$ cat src/rtl/dac_spi_multi_ctrl_if.sv
// Register-bus request/ack channel plus the DAC-facing serial pins of dac_spi_multi_ctrl.
// The master side is the requester, and the slave side is the controller.
interface dac_spi_multi_ctrl_if #(
  parameter int NUM_DEV = 2
);
  logic [31:0]        app_din;
  logic               app_req;
  logic               app_ack;
  logic               app_err;
  logic               busy;
  logic [NUM_DEV-1:0] DSYNC_N;
  logic               DCLK;
  logic               DIN;
  logic               DLDAC_N;

  modport master (
    output app_din, app_req,
    input  app_ack, app_err, busy, DSYNC_N, DCLK, DIN, DLDAC_N
  );

  modport slave (
    input  app_din, app_req,
    output app_ack, app_err, busy, DSYNC_N, DCLK, DIN, DLDAC_N
  );
endinterface

$ cat src/rtl/dac_spi_multi_ctrl.sv
// Multi-device serial DAC controller with built-in SPI shifter (CPOL=0/CPHA=1).
// Decodes 32-bit bus writes into per-device, broadcast, mode and LDAC-only operations.
module dac_spi_multi_ctrl #(
  parameter int          NUM_DEV    = 2,
  parameter int          DATA_W     = 16,
  parameter int          CLK_DIV    = 10,
  parameter int          LDAC_PULSE = 3,
  parameter logic [15:0] ADDR_BASE  = 16'hdac0,
  parameter logic [15:0] ADDR_ALL   = 16'hdad0,
  parameter logic [15:0] ADDR_MODE  = 16'hdace,
  parameter logic [15:0] ADDR_LDAC  = 16'hdacf
) (
  input  logic                clk,
  input  logic                rst_n,
  dac_spi_multi_ctrl_if.slave bus
);

  localparam int IDX_W   = (NUM_DEV > 1) ? $clog2(NUM_DEV) : 1;
  localparam int CNT_MAX = (CLK_DIV > LDAC_PULSE) ? CLK_DIV : LDAC_PULSE;
  localparam int CNT_W   = $clog2(CNT_MAX);
  localparam int BIT_W   = $clog2(DATA_W);

  localparam logic [CNT_W-1:0] DIV_LD   = CNT_W'(CLK_DIV - 1);
  localparam logic [CNT_W-1:0] LDAC_LD  = CNT_W'(LDAC_PULSE - 1);
  localparam logic [IDX_W-1:0] LAST_DEV = IDX_W'(NUM_DEV - 1);
  localparam logic [BIT_W-1:0] TOP_BIT  = BIT_W'(DATA_W - 1);

  typedef enum logic [2:0] {
    IDLE, DECODE, LOAD, SHIFT, GAP, SYNCHI, LDAC, ACK
  } state_t;

  state_t             state_q, state_d;
  logic [31:0]        data_q, data_d;
  logic [IDX_W-1:0]   devIdx_q, devIdx_d;
  logic               bcast_q, bcast_d;
  logic               err_q, err_d;
  logic               autoLdac_q, autoLdac_d;
  logic [CNT_W-1:0]   cnt_q, cnt_d;
  logic [BIT_W-1:0]   bitCnt_q, bitCnt_d;
  logic               phaseHi_q, phaseHi_d;

  logic [NUM_DEV-1:0] dsyncN_q, dsyncN_d;
  logic               dclk_q, dclk_d;
  logic               din_q, din_d;
  logic               dldacN_q, dldacN_d;
  logic               ack_q, ack_d;
  logic               errOut_q, errOut_d;
  logic               busy_q, busy_d;

  logic [15:0]        addr;
  logic [15:0]        devOffset;
  logic [DATA_W-1:0]  frame;

  assign addr      = data_q[31:16];
  assign frame     = data_q[DATA_W-1:0];
  assign devOffset = addr - ADDR_BASE;

  always_ff @(posedge clk) begin
    if (!rst_n) begin
      state_q    <= IDLE;
      data_q     <= '0;
      devIdx_q   <= '0;
      bcast_q    <= 1'b0;
      err_q      <= 1'b0;
      autoLdac_q <= 1'b0;
      cnt_q      <= '0;
      bitCnt_q   <= '0;
      phaseHi_q  <= 1'b0;
      dsyncN_q   <= '1;
      dclk_q     <= 1'b0;
      din_q      <= 1'b0;
      dldacN_q   <= 1'b1;
      ack_q      <= 1'b0;
      errOut_q   <= 1'b0;
      busy_q     <= 1'b0;
    end else begin
      state_q    <= state_d;
      data_q     <= data_d;
      devIdx_q   <= devIdx_d;
      bcast_q    <= bcast_d;
      err_q      <= err_d;
      autoLdac_q <= autoLdac_d;
      cnt_q      <= cnt_d;
      bitCnt_q   <= bitCnt_d;
      phaseHi_q  <= phaseHi_d;
      dsyncN_q   <= dsyncN_d;
      dclk_q     <= dclk_d;
      din_q      <= din_d;
      dldacN_q   <= dldacN_d;
      ack_q      <= ack_d;
      errOut_q   <= errOut_d;
      busy_q     <= busy_d;
    end
  end

  // cnt_q times every fixed-length state; it is loaded with length-1 on entry.
  always_comb begin
    state_d    = state_q;
    data_d     = data_q;
    devIdx_d   = devIdx_q;
    bcast_d    = bcast_q;
    err_d      = err_q;
    autoLdac_d = autoLdac_q;
    cnt_d      = cnt_q;
    bitCnt_d   = bitCnt_q;
    phaseHi_d  = phaseHi_q;

    case (state_q)
      IDLE: begin
        if (bus.app_req && !ack_q) begin
          data_d  = bus.app_din;
          bcast_d = 1'b0;
          err_d   = 1'b0;
          state_d = DECODE;
        end
      end
      DECODE: begin
        if (addr == ADDR_ALL) begin
          devIdx_d = '0;
          bcast_d  = 1'b1;
          cnt_d    = DIV_LD;
          state_d  = LOAD;
        end else if (addr == ADDR_MODE) begin
          autoLdac_d = data_q[0];
          state_d    = ACK;
        end else if (addr == ADDR_LDAC) begin
          cnt_d   = LDAC_LD;
          state_d = LDAC;
        end else if (devOffset < 16'(NUM_DEV)) begin
          devIdx_d = devOffset[IDX_W-1:0];
          cnt_d    = DIV_LD;
          state_d  = LOAD;
        end else begin
          err_d   = 1'b1;
          state_d = ACK;
        end
      end
      LOAD: begin
        if (cnt_q == '0) begin
          cnt_d     = DIV_LD;
          bitCnt_d  = TOP_BIT;
          phaseHi_d = 1'b1;
          state_d   = SHIFT;
        end else begin
          cnt_d = cnt_q - 1'b1;
        end
      end
      SHIFT: begin
        if (cnt_q != '0) begin
          cnt_d = cnt_q - 1'b1;
        end else begin
          cnt_d = DIV_LD;
          if (phaseHi_q) begin
            phaseHi_d = 1'b0;
          end else if (bitCnt_q == '0) begin
            state_d = GAP;
          end else begin
            bitCnt_d  = bitCnt_q - 1'b1;
            phaseHi_d = 1'b1;
          end
        end
      end
      GAP: begin
        if (cnt_q == '0) begin
          cnt_d   = DIV_LD;
          state_d = SYNCHI;
        end else begin
          cnt_d = cnt_q - 1'b1;
        end
      end
      SYNCHI: begin
        if (cnt_q != '0) begin
          cnt_d = cnt_q - 1'b1;
        end else if (bcast_q && (devIdx_q < LAST_DEV)) begin
          devIdx_d = devIdx_q + 1'b1;
          cnt_d    = DIV_LD;
          state_d  = LOAD;
        end else if (autoLdac_q) begin
          cnt_d   = LDAC_LD;
          state_d = LDAC;
        end else begin
          state_d = ACK;
        end
      end
      LDAC: begin
        if (cnt_q == '0) begin
          state_d = ACK;
        end else begin
          cnt_d = cnt_q - 1'b1;
        end
      end
      ACK: begin
        state_d = IDLE;
      end
      default: begin
        state_d = IDLE;
      end
    endcase
  end

  // Pin values are decoded from the next state so the pins themselves are plain flops.
  always_comb begin
    dsyncN_d = '1;
    if ((state_d == LOAD) || (state_d == SHIFT) || (state_d == GAP)) begin
      dsyncN_d[devIdx_d] = 1'b0;
    end
    dclk_d = (state_d == SHIFT) && phaseHi_d;

    din_d = din_q;
    if ((state_d == LOAD) && (state_q != LOAD)) begin
      din_d = frame[DATA_W-1];
    end else if ((state_d == SHIFT) && phaseHi_d && !((state_q == SHIFT) && phaseHi_q)) begin
      din_d = frame[bitCnt_d];
    end

    dldacN_d = (state_d != LDAC);
    ack_d    = (state_d == ACK);
    errOut_d = (state_d == ACK) && err_d;
    busy_d   = (state_d != IDLE) && (state_d != ACK);
  end

  assign bus.DSYNC_N = dsyncN_q;
  assign bus.DCLK    = dclk_q;
  assign bus.DIN     = din_q;
  assign bus.DLDAC_N = dldacN_q;
  assign bus.app_ack = ack_q;
  assign bus.app_err = errOut_q;
  assign bus.busy    = busy_q;

endmodule

$ cat src/flat_wrapper.sv
// flat-port wrapper written by rule: the top's interface ports become plain ports
module dac_spi_multi_ctrl_flat 
#(
  parameter int          NUM_DEV    = 2,
  parameter int          DATA_W     = 16,
  parameter int          CLK_DIV    = 10,
  parameter int          LDAC_PULSE = 3,
  parameter logic [15:0] ADDR_BASE  = 16'hdac0,
  parameter logic [15:0] ADDR_ALL   = 16'hdad0,
  parameter logic [15:0] ADDR_MODE  = 16'hdace,
  parameter logic [15:0] ADDR_LDAC  = 16'hdacf
)
  (clk, rst_n, bus_app_din, bus_app_req, bus_app_ack, bus_app_err, bus_busy, bus_DSYNC_N, bus_DCLK, bus_DIN, bus_DLDAC_N);
  dac_spi_multi_ctrl_if #(.NUM_DEV(NUM_DEV)) bus_i ();
  input  logic clk;
  input  logic rst_n;
  input wire logic [$bits(bus_i.app_din)-1:0] bus_app_din;
  input wire logic [$bits(bus_i.app_req)-1:0] bus_app_req;
  output wire logic [$bits(bus_i.app_ack)-1:0] bus_app_ack;
  output wire logic [$bits(bus_i.app_err)-1:0] bus_app_err;
  output wire logic [$bits(bus_i.busy)-1:0] bus_busy;
  output wire logic [$bits(bus_i.DSYNC_N)-1:0] bus_DSYNC_N;
  output wire logic [$bits(bus_i.DCLK)-1:0] bus_DCLK;
  output wire logic [$bits(bus_i.DIN)-1:0] bus_DIN;
  output wire logic [$bits(bus_i.DLDAC_N)-1:0] bus_DLDAC_N;
  assign bus_i.app_din = bus_app_din;
  assign bus_i.app_req = bus_app_req;
  assign bus_app_ack = bus_i.app_ack;
  assign bus_app_err = bus_i.app_err;
  assign bus_busy = bus_i.busy;
  assign bus_DSYNC_N = bus_i.DSYNC_N;
  assign bus_DCLK = bus_i.DCLK;
  assign bus_DIN = bus_i.DIN;
  assign bus_DLDAC_N = bus_i.DLDAC_N;
  dac_spi_multi_ctrl #(.NUM_DEV(NUM_DEV), .DATA_W(DATA_W), .CLK_DIV(CLK_DIV), .LDAC_PULSE(LDAC_PULSE), .ADDR_BASE(ADDR_BASE), .ADDR_ALL(ADDR_ALL), .ADDR_MODE(ADDR_MODE), .ADDR_LDAC(ADDR_LDAC)) u_core (.clk(clk), .rst_n(rst_n), .bus(bus_i));
endmodule
$ cat config.mk
export PLATFORM = sky130hd
export DESIGN_NAME = dac_spi_multi_ctrl_flat
export DESIGN_NICKNAME = d
export VERILOG_FILES = /design/src/rtl/dac_spi_multi_ctrl_if.sv /design/src/rtl/dac_spi_multi_ctrl.sv /design/src/flat_wrapper.sv
export SDC_FILE = /design/constraint.sdc
export NUM_CORES = 1
export LEC_CHECK = 0
export ABC_AREA = 0
export BUFFER_PORTS_ARGS = -buffer_cell sky130_fd_sc_hd__buf_2
export CELL_PAD_IN_SITES_DETAIL_PLACEMENT = 0
export CELL_PAD_IN_SITES_GLOBAL_PLACEMENT = 1
export CORE_UTILIZATION = 41
export DETAILED_ROUTE_END_ITERATION = 10
export MAX_ROUTING_LAYER = met4
export PLACE_DENSITY = 0.85
export SYNTH_ARGS = -nofsm -noshare
export SYNTH_HDL_FRONTEND = slang
export SYNTH_SLANG_ARGS = --single-unit
export TNS_END_PERCENT = 1
$ cat constraint.sdc
create_clock -name clk -period 3.2 [get_ports clk]
set_clock_uncertainty 0.1 [all_clocks]
set_input_delay 0 -clock clk [delete_from_list [all_inputs] [get_ports clk]]
set_output_delay 0 -clock clk [all_outputs]
set_load 0.1 [all_outputs]
# --- After elaboration in Yosys (flattened, before gate mapping) ---
# Index checks and enable logic that the tools add are counted.
classes:
  add_sub_neg: 4
  n_lt_le_gt_ge: 5
  eq_ne: 23
  mux: 58
  n_bitwise: 2
  reduce_logical: 27
op_table:
  columns: ["cell", "n"]
  rows:
  - ["4-bit two-way mux", 14]
  - ["16-bit == test (second input constant)", 3]
  - ["3-bit two-way mux", 13]
  - ["3-bit one-hot mux with 8 select lines", 1]
  - ["1-bit two-way mux", 22]
  - ["4-bit one-hot mux with 5 select lines", 1]
  - ["3-bit == test (second input constant)", 6]
  - ["16-bit by 2-bit < comparator with 1-bit output (second input constant)", 1]
  - ["16-bit subtractor (second input constant)", 1]
  - ["3-bit by 2-bit == test with 1-bit output (second input constant)", 4]
  - ["1-bit logical AND", 9]
  - ["4-bit zero test", 2]
  - ["4-bit by 1-bit != test with 1-bit output (second input constant)", 2]
  - ["1-bit one-hot mux with 2 select lines", 4]
  - ["4-bit one-hot mux with 2 select lines", 1]
  - ["4-bit by 1-bit subtractor with 4-bit output (second input constant)", 2]
  - ["3-bit by 2-bit != test with 1-bit output (second input constant)", 2]
  - ["3-bit != test (second input constant)", 2]
  - ["3-bit AND reduction", 2]
  - ["4-bit by 5-bit < comparator with 1-bit output (second input constant)", 1]
  - ["5-bit AND reduction", 1]
  - ["5-bit nonzero test", 1]
  - ["1-bit binary-select mux with 4-bit select", 1]
  - ["2-bit by 1-bit != test with 1-bit output (second input constant)", 2]
  - ["other kinds (17)", 21]
word_totals:
  ff_bits: 56
  out_inout_bits: 8
  word_cells: 135

# --- Depth between registers and ports, before layout ---
depth:
  depth_word: 12
  mapped_depth: 11
  depth_no_buf: 10

# --- Worst setup path before layout ---
# OpenSTA, ideal clock, no wires.
synth_path:
  kind: "reg2reg"
  startpoint: "register u_core.cnt_q[0]"
  endpoint: "register u_core.din_q, in the netlist u_core.bus.DIN"
  setup_time_ns: 0.130
  t_arrival_ns: 2.263
  required_ns: 2.970
  setup_slack_ns: 0.707
  stages_incl_launch_ff: 11
  synth_period_minus_slack_ns: 2.493
  cell_sequence: "dfxtp_1 inv_1 ha_1 or3b_1 buf_2 or4_4 o211a_2 a2111oi_0 nor2_1 nand3_1 o211ai_2"
synth_via:
  elab_chain_len: 7
synth_rtl:
  columns: ["item", "line", "source"]
  rows:
  - ["start, declared", "dac_spi_multi_ctrl.sv:38", "logic [CNT_W-1:0] cnt_q, cnt_d;"]
  - ["start signal, assigned", "dac_spi_multi_ctrl.sv:83", "cnt_q <= cnt_d;"]
  - ["4-bit nonzero test or 4-bit zero test (tied branches)", null, null]
  - ["4-bit two-way mux, or another cell as far along", "dac_spi_multi_ctrl.sv:149", "if (cnt_q != '0) begin"]
  - ["4-bit one-hot mux with 2 select lines or 3-bit one-hot mux with 8 select lines (tied branches)", "dac_spi_multi_ctrl.sv:108", "case (state_q)"]
  - ["1-bit binary-select mux with 4-bit select or 3-bit by 2-bit == test with 1-bit output (tied branches)", "dac_spi_multi_ctrl.sv:213, dac_spi_multi_ctrl.sv:212", null]
  - ["1-bit two-way mux (not written as such) or 1-bit logical AND (tied branches)", "dac_spi_multi_ctrl.sv:213, dac_spi_multi_ctrl.sv:212", null]
  - ["1-bit two-way mux or 1-bit logical AND (tied branches)", "dac_spi_multi_ctrl.sv:212", "end else if ((state_d == SHIFT) && phaseHi_d && !((state_q == SHIFT) && phaseHi_q)) begin"]
  - ["1-bit two-way mux or 2-bit nonzero test (tied branches)", null, null]
  - ["end signal, assigned", "dac_spi_multi_ctrl.sv:88", "din_q <= din_d;"]
  - ["end, declared", "dac_spi_multi_ctrl.sv:44", "logic din_q, din_d;"]
# Parallel ways exist; a longest one is shown, timed or not. The select of a mux whose other input is x is not followed.
# A chain may end at the register's enable or synchronous reset.

# --- Worst setup path in the final report ---
layout_path:
  startpoint: "register u_core.bitCnt_q[0]"
  endpoint: "register u_core.din_q, in the netlist u_core.bus.DIN"
layout_via:
  elab_chain_len: 9
layout_rtl:
  columns: ["item", "line", "source"]
  rows:
  - ["start, declared", "dac_spi_multi_ctrl.sv:39", "logic [BIT_W-1:0] bitCnt_q, bitCnt_d;"]
  - ["start signal, assigned", "dac_spi_multi_ctrl.sv:84", "bitCnt_q <= bitCnt_d;"]
  - ["4-bit by 1-bit subtractor with 4-bit output or 4-bit zero test (tied branches)", "dac_spi_multi_ctrl.sv:158, dac_spi_multi_ctrl.sv:155", null]
  - ["4-bit two-way mux or 3-bit two-way mux (tied branches)", "dac_spi_multi_ctrl.sv:155", "end else if (bitCnt_q == '0) begin"]
  - ["4-bit two-way mux or 3-bit two-way mux (tied branches)", "dac_spi_multi_ctrl.sv:153", "if (phaseHi_q) begin"]
  - ["4-bit two-way mux or 3-bit two-way mux (tied branches)", "dac_spi_multi_ctrl.sv:149", null]
  - ["4-bit one-hot mux with 2 select lines or 3-bit one-hot mux with 8 select lines (tied branches)", "dac_spi_multi_ctrl.sv:108", null]
  - ["1-bit binary-select mux with 4-bit select or 3-bit by 2-bit == test with 1-bit output (tied branches)", "dac_spi_multi_ctrl.sv:213, dac_spi_multi_ctrl.sv:212", null]
  - ["1-bit two-way mux (not written as such) or 1-bit logical AND (tied branches)", "dac_spi_multi_ctrl.sv:213, dac_spi_multi_ctrl.sv:212", null]
  - ["1-bit two-way mux or 1-bit logical AND (tied branches)", "dac_spi_multi_ctrl.sv:212", null]
  - ["1-bit two-way mux or 2-bit nonzero test (tied branches)", null, null]
# Parallel ways exist; a longest one is shown, timed or not. The select of a mux whose other input is x is not followed.

==> results_dict.tcl <==
set metrics [dict create \
    status "complete, no violations" \
    synth_async_sr_flop_share_pct 0 \
    synth_cells 353 \
    synth.largest_area_cell "dfxtp_1" \
    grt_max_degree 47 \
    netlist_top_cells_area "dfxtp_1 (41%), nand2_1 (11%), a21oi_1 (8.9%)" \
    cap_violations 0 \
    clock_sinks 56 \
    antenna_found_initial 0 \
    drc 0 \
    portBuffers 42 \
    ir_drop_mv 0.563 \
    power.internal_mw 1.60 \
    core_area_mm2 0.00635 \
    syn_area_mm2 0.00271 \
    leakage_nw 1.34 \
    critPathRequiredTime_ps 3290 \
    gp_congestion 0.887 \
    switchingPower_mw 1.39 \
    yosys_warnings 0 \
    power_frac_clock_pct 13.5 \
    die_area_mm2 0.00694 \
    clk_pin_slew_ps 100 \
    dr.pass1.iters 4 \
    regArea_mm2 0.00112 \
    io_pins 43 \
    hp-class "in2reg" \
    yosysSeqAreaShare_pct 41.4 \
    avgSynthCellArea_um2 7.68 \
    cp-end-kind "flip-flop" \
    path_class "reg2reg" \
    wirelength_mm 6.67 \
    via_count 2713 \
    setup_ws_ps 348 \
    rsz0062_at_grt "no" \
    clk_path_buf_depth 2 \
    setup_viol 0 \
    max_slew_margin_pct 26.1 \
    reg2reg_depth 10 \
    finalNetCount 462 \
    via_per_inst 5.40 \
    power_mw 2.99 \
    grt_pass1_wl_mm 11.4 \
    synth_top_cell_area_share_pct 41.4 \
    die_w_um 83.3 \
    synth-main-ff-cell "dfxtp_1" \
    grt_use_total_pct 20.5 \
    clk_latency_ps 310 \
    p_comb_share_pct 52.6 \
    cts-root-buf "clkbuf_8" \
    arrival_ps 2940 \
    initial_core_util_pct 42.7 \
    synth_edf_count 0 \
    wl_per_cell_um 13.3 \
    synth_seq_cells 56 \
    worstMarginPinSlew_ps 1110 \
    syn-num-nets 391 \
    dpl.hpwl_mm 4.39 \
    n_fill_cell 597 \
    rows 29 \
    cellPowerDensity_mw_per_mm2 873 \
    cts_tree "done" \
    worst_hold_path.num_cells 5 \
    diodes 0 \
    fmax_mhz 351 \
    area_growth_pct 26.4 \
    drive_gt1_share_pct 17.2 \
    ys_types 53 \
    place_ws_ps 412 \
    place_area_mm2 0.00300 \
    drt-initial-drc-count 201 \
    seqPwrFrac_pct 33.9 \
    period_share_pct 89.1 \
    grt_pass1_vias 2461 \
    multi_input_area_mm2 0.00148 \
    cts-resized-gates 0 \
    drv_slew 0 \
    cp_max_fo 8 \
    fin_crit_ps 2850 \
    ant_nets 0 \
    sw_frac_of_total_pct 46.4 \
    die_height_um 83.3 \
    stdcell_area_mm2 0.00343 \
    setup_tns_ps 0 \
    overflow 0 \
    start_kind "flip-flop" \
    hold_viol 0 \
    cts_max_level 2 \
    cts-buffers-inserted 5 \
]
-- layer usage --
layer  share of wire [%]  global-route usage (%)
met2                  48                    33.8
met5                   0                       -
met1                  49                    26.6
met3                 3.2                    3.08
met4                0.57                    4.86
-- cell families (layout without fill, tap and decap cells) --
family	count (synthesis)	after routing	share of synthesized area (%)
and+or+nand+nor	166	166	29.2
DFF	56	56	41.4
adders and majority gates	3	3	1.39
AOI/OAI and AO/OA	99	99	23.8
buffers and inverters	28	100	3.92
xor gates and xnor gates	1	1	0.323
-- Yosys cell counts, types with 3 or more instances --
master,count
and3_1,4
and2_1,6
a211oi_1,9
dfxtp_1,56
o211ai_2,3
nor2_1,23
nand3_1,10
inv_1,9
or2_2,3
nor3_1,11
a21oi_1,48
ha_1,3
o31ai_1,4
clkbuf_1,18
nand2b_1,3
a21o_1,4
nand4_1,3
nand2_1,82
nor2b_1,5
o21ai_0,10
-- through the flow --
| stage | util [%] | hold slack (ps) | std cells |
|---|---|---|---|
| 6_report | 54.0 | 291 | 502 |
| 5_1_grt | 54.0 | 365 | 502 |
| 3_3_place_gp | 47.3 | 140 | 461 |
| 4_1_cts | 54.0 | 295 | 502 |
| 2_1_floorplan | - | 21.7 | 353 |
| 3_5_place_dp | 47.3 | 145 | 461 |
-- area by class of cell --
type | count | share of cell area (%)
clock buffer | 5 | 2.01
clock inverter | 3 | 0.657
inverter | 9 | 0.986
multi-input combinational | 269 | 43.3
sequential | 56 | 32.7
tap | 77 | 2.81
timing repair buffer | 83 | 17.5
-- path summary, 6_finish.rpt --
check | startpoint | to | slack, ps
worst max register to register | u_core.bitCnt_q[0] | u_core.bus.DIN | 350
worst min-delay path | bus_app_req | u_core.state_q[0] | 290
worst min register to register | u_core.data_q[11] | u_core.data_q[11] | 360
worst max-delay path | u_core.bitCnt_q[0] | u_core.bus.DIN | 350
-- state kept, by name, indices dropped and copies added (netlist names) --
register            flops
u_core.data_q          32
u_core.bitCnt_q         4
u_core.cnt_q            4
u_core.state_q          3
u_core.bus.DSYNC_N      2
u_core.autoLdac_q       1
u_core.bcast_q          1
u_core.bus.DCLK         1
u_core.bus.DIN          1
u_core.bus.DLDAC_N      1
u_core.bus.app_ack      1
u_core.bus.app_err      1
u_core.bus.busy         1
u_core.devIdx_q         1
u_core.err_q            1
u_core.phaseHi_q        1
-- power by group through the flow --
stage	Sequential (mW)	Combinational (mW)	Clock, mW
2_1_floorplan	1.11	1.08	0
3_3_place_gp	1.02	1.53	0
3_5_place_dp	1.02	1.54	0
4_1_cts	1.01	1.58	0.411
5_1_grt	1.04	1.75	0.439
6_report	1.01	1.57	0.403
-- timing repair --
action | 4_1_cts | 5_1_grt
hold buffers | 33 | 0
endpoints found under the hold margin | 39 | 0
buffers inserted | 0 | 0
-- cells in the final DEF, fill, tap and decap left out, types with 5 or more instances in the layout --
cell type / count
a21oi_1: 48
nor2_1: 23
clkbuf_8: 5
nand2_1: 82
inv_1: 9
nor2b_1: 5
nand3_1: 10
buf_2: 42
and2_1: 6
nor3_1: 11
dfxtp_1: 56
a211oi_1: 9
dlygate4sd3_1: 33
o21ai_0: 10
buf_4: 8
-- worst max-delay path: stages, from the launching register on --
cell,delay [ps]
dfxtp_1,390
inv_1,80
ha_1,230
nor3b_1,190
or2_2,290
a21oi_1,350
o21bai_1,260
a2111oi_0,540
nor4b_1,120
o211ai_2,90
o211ai_2,100
(Power assumes the default switching activity.)
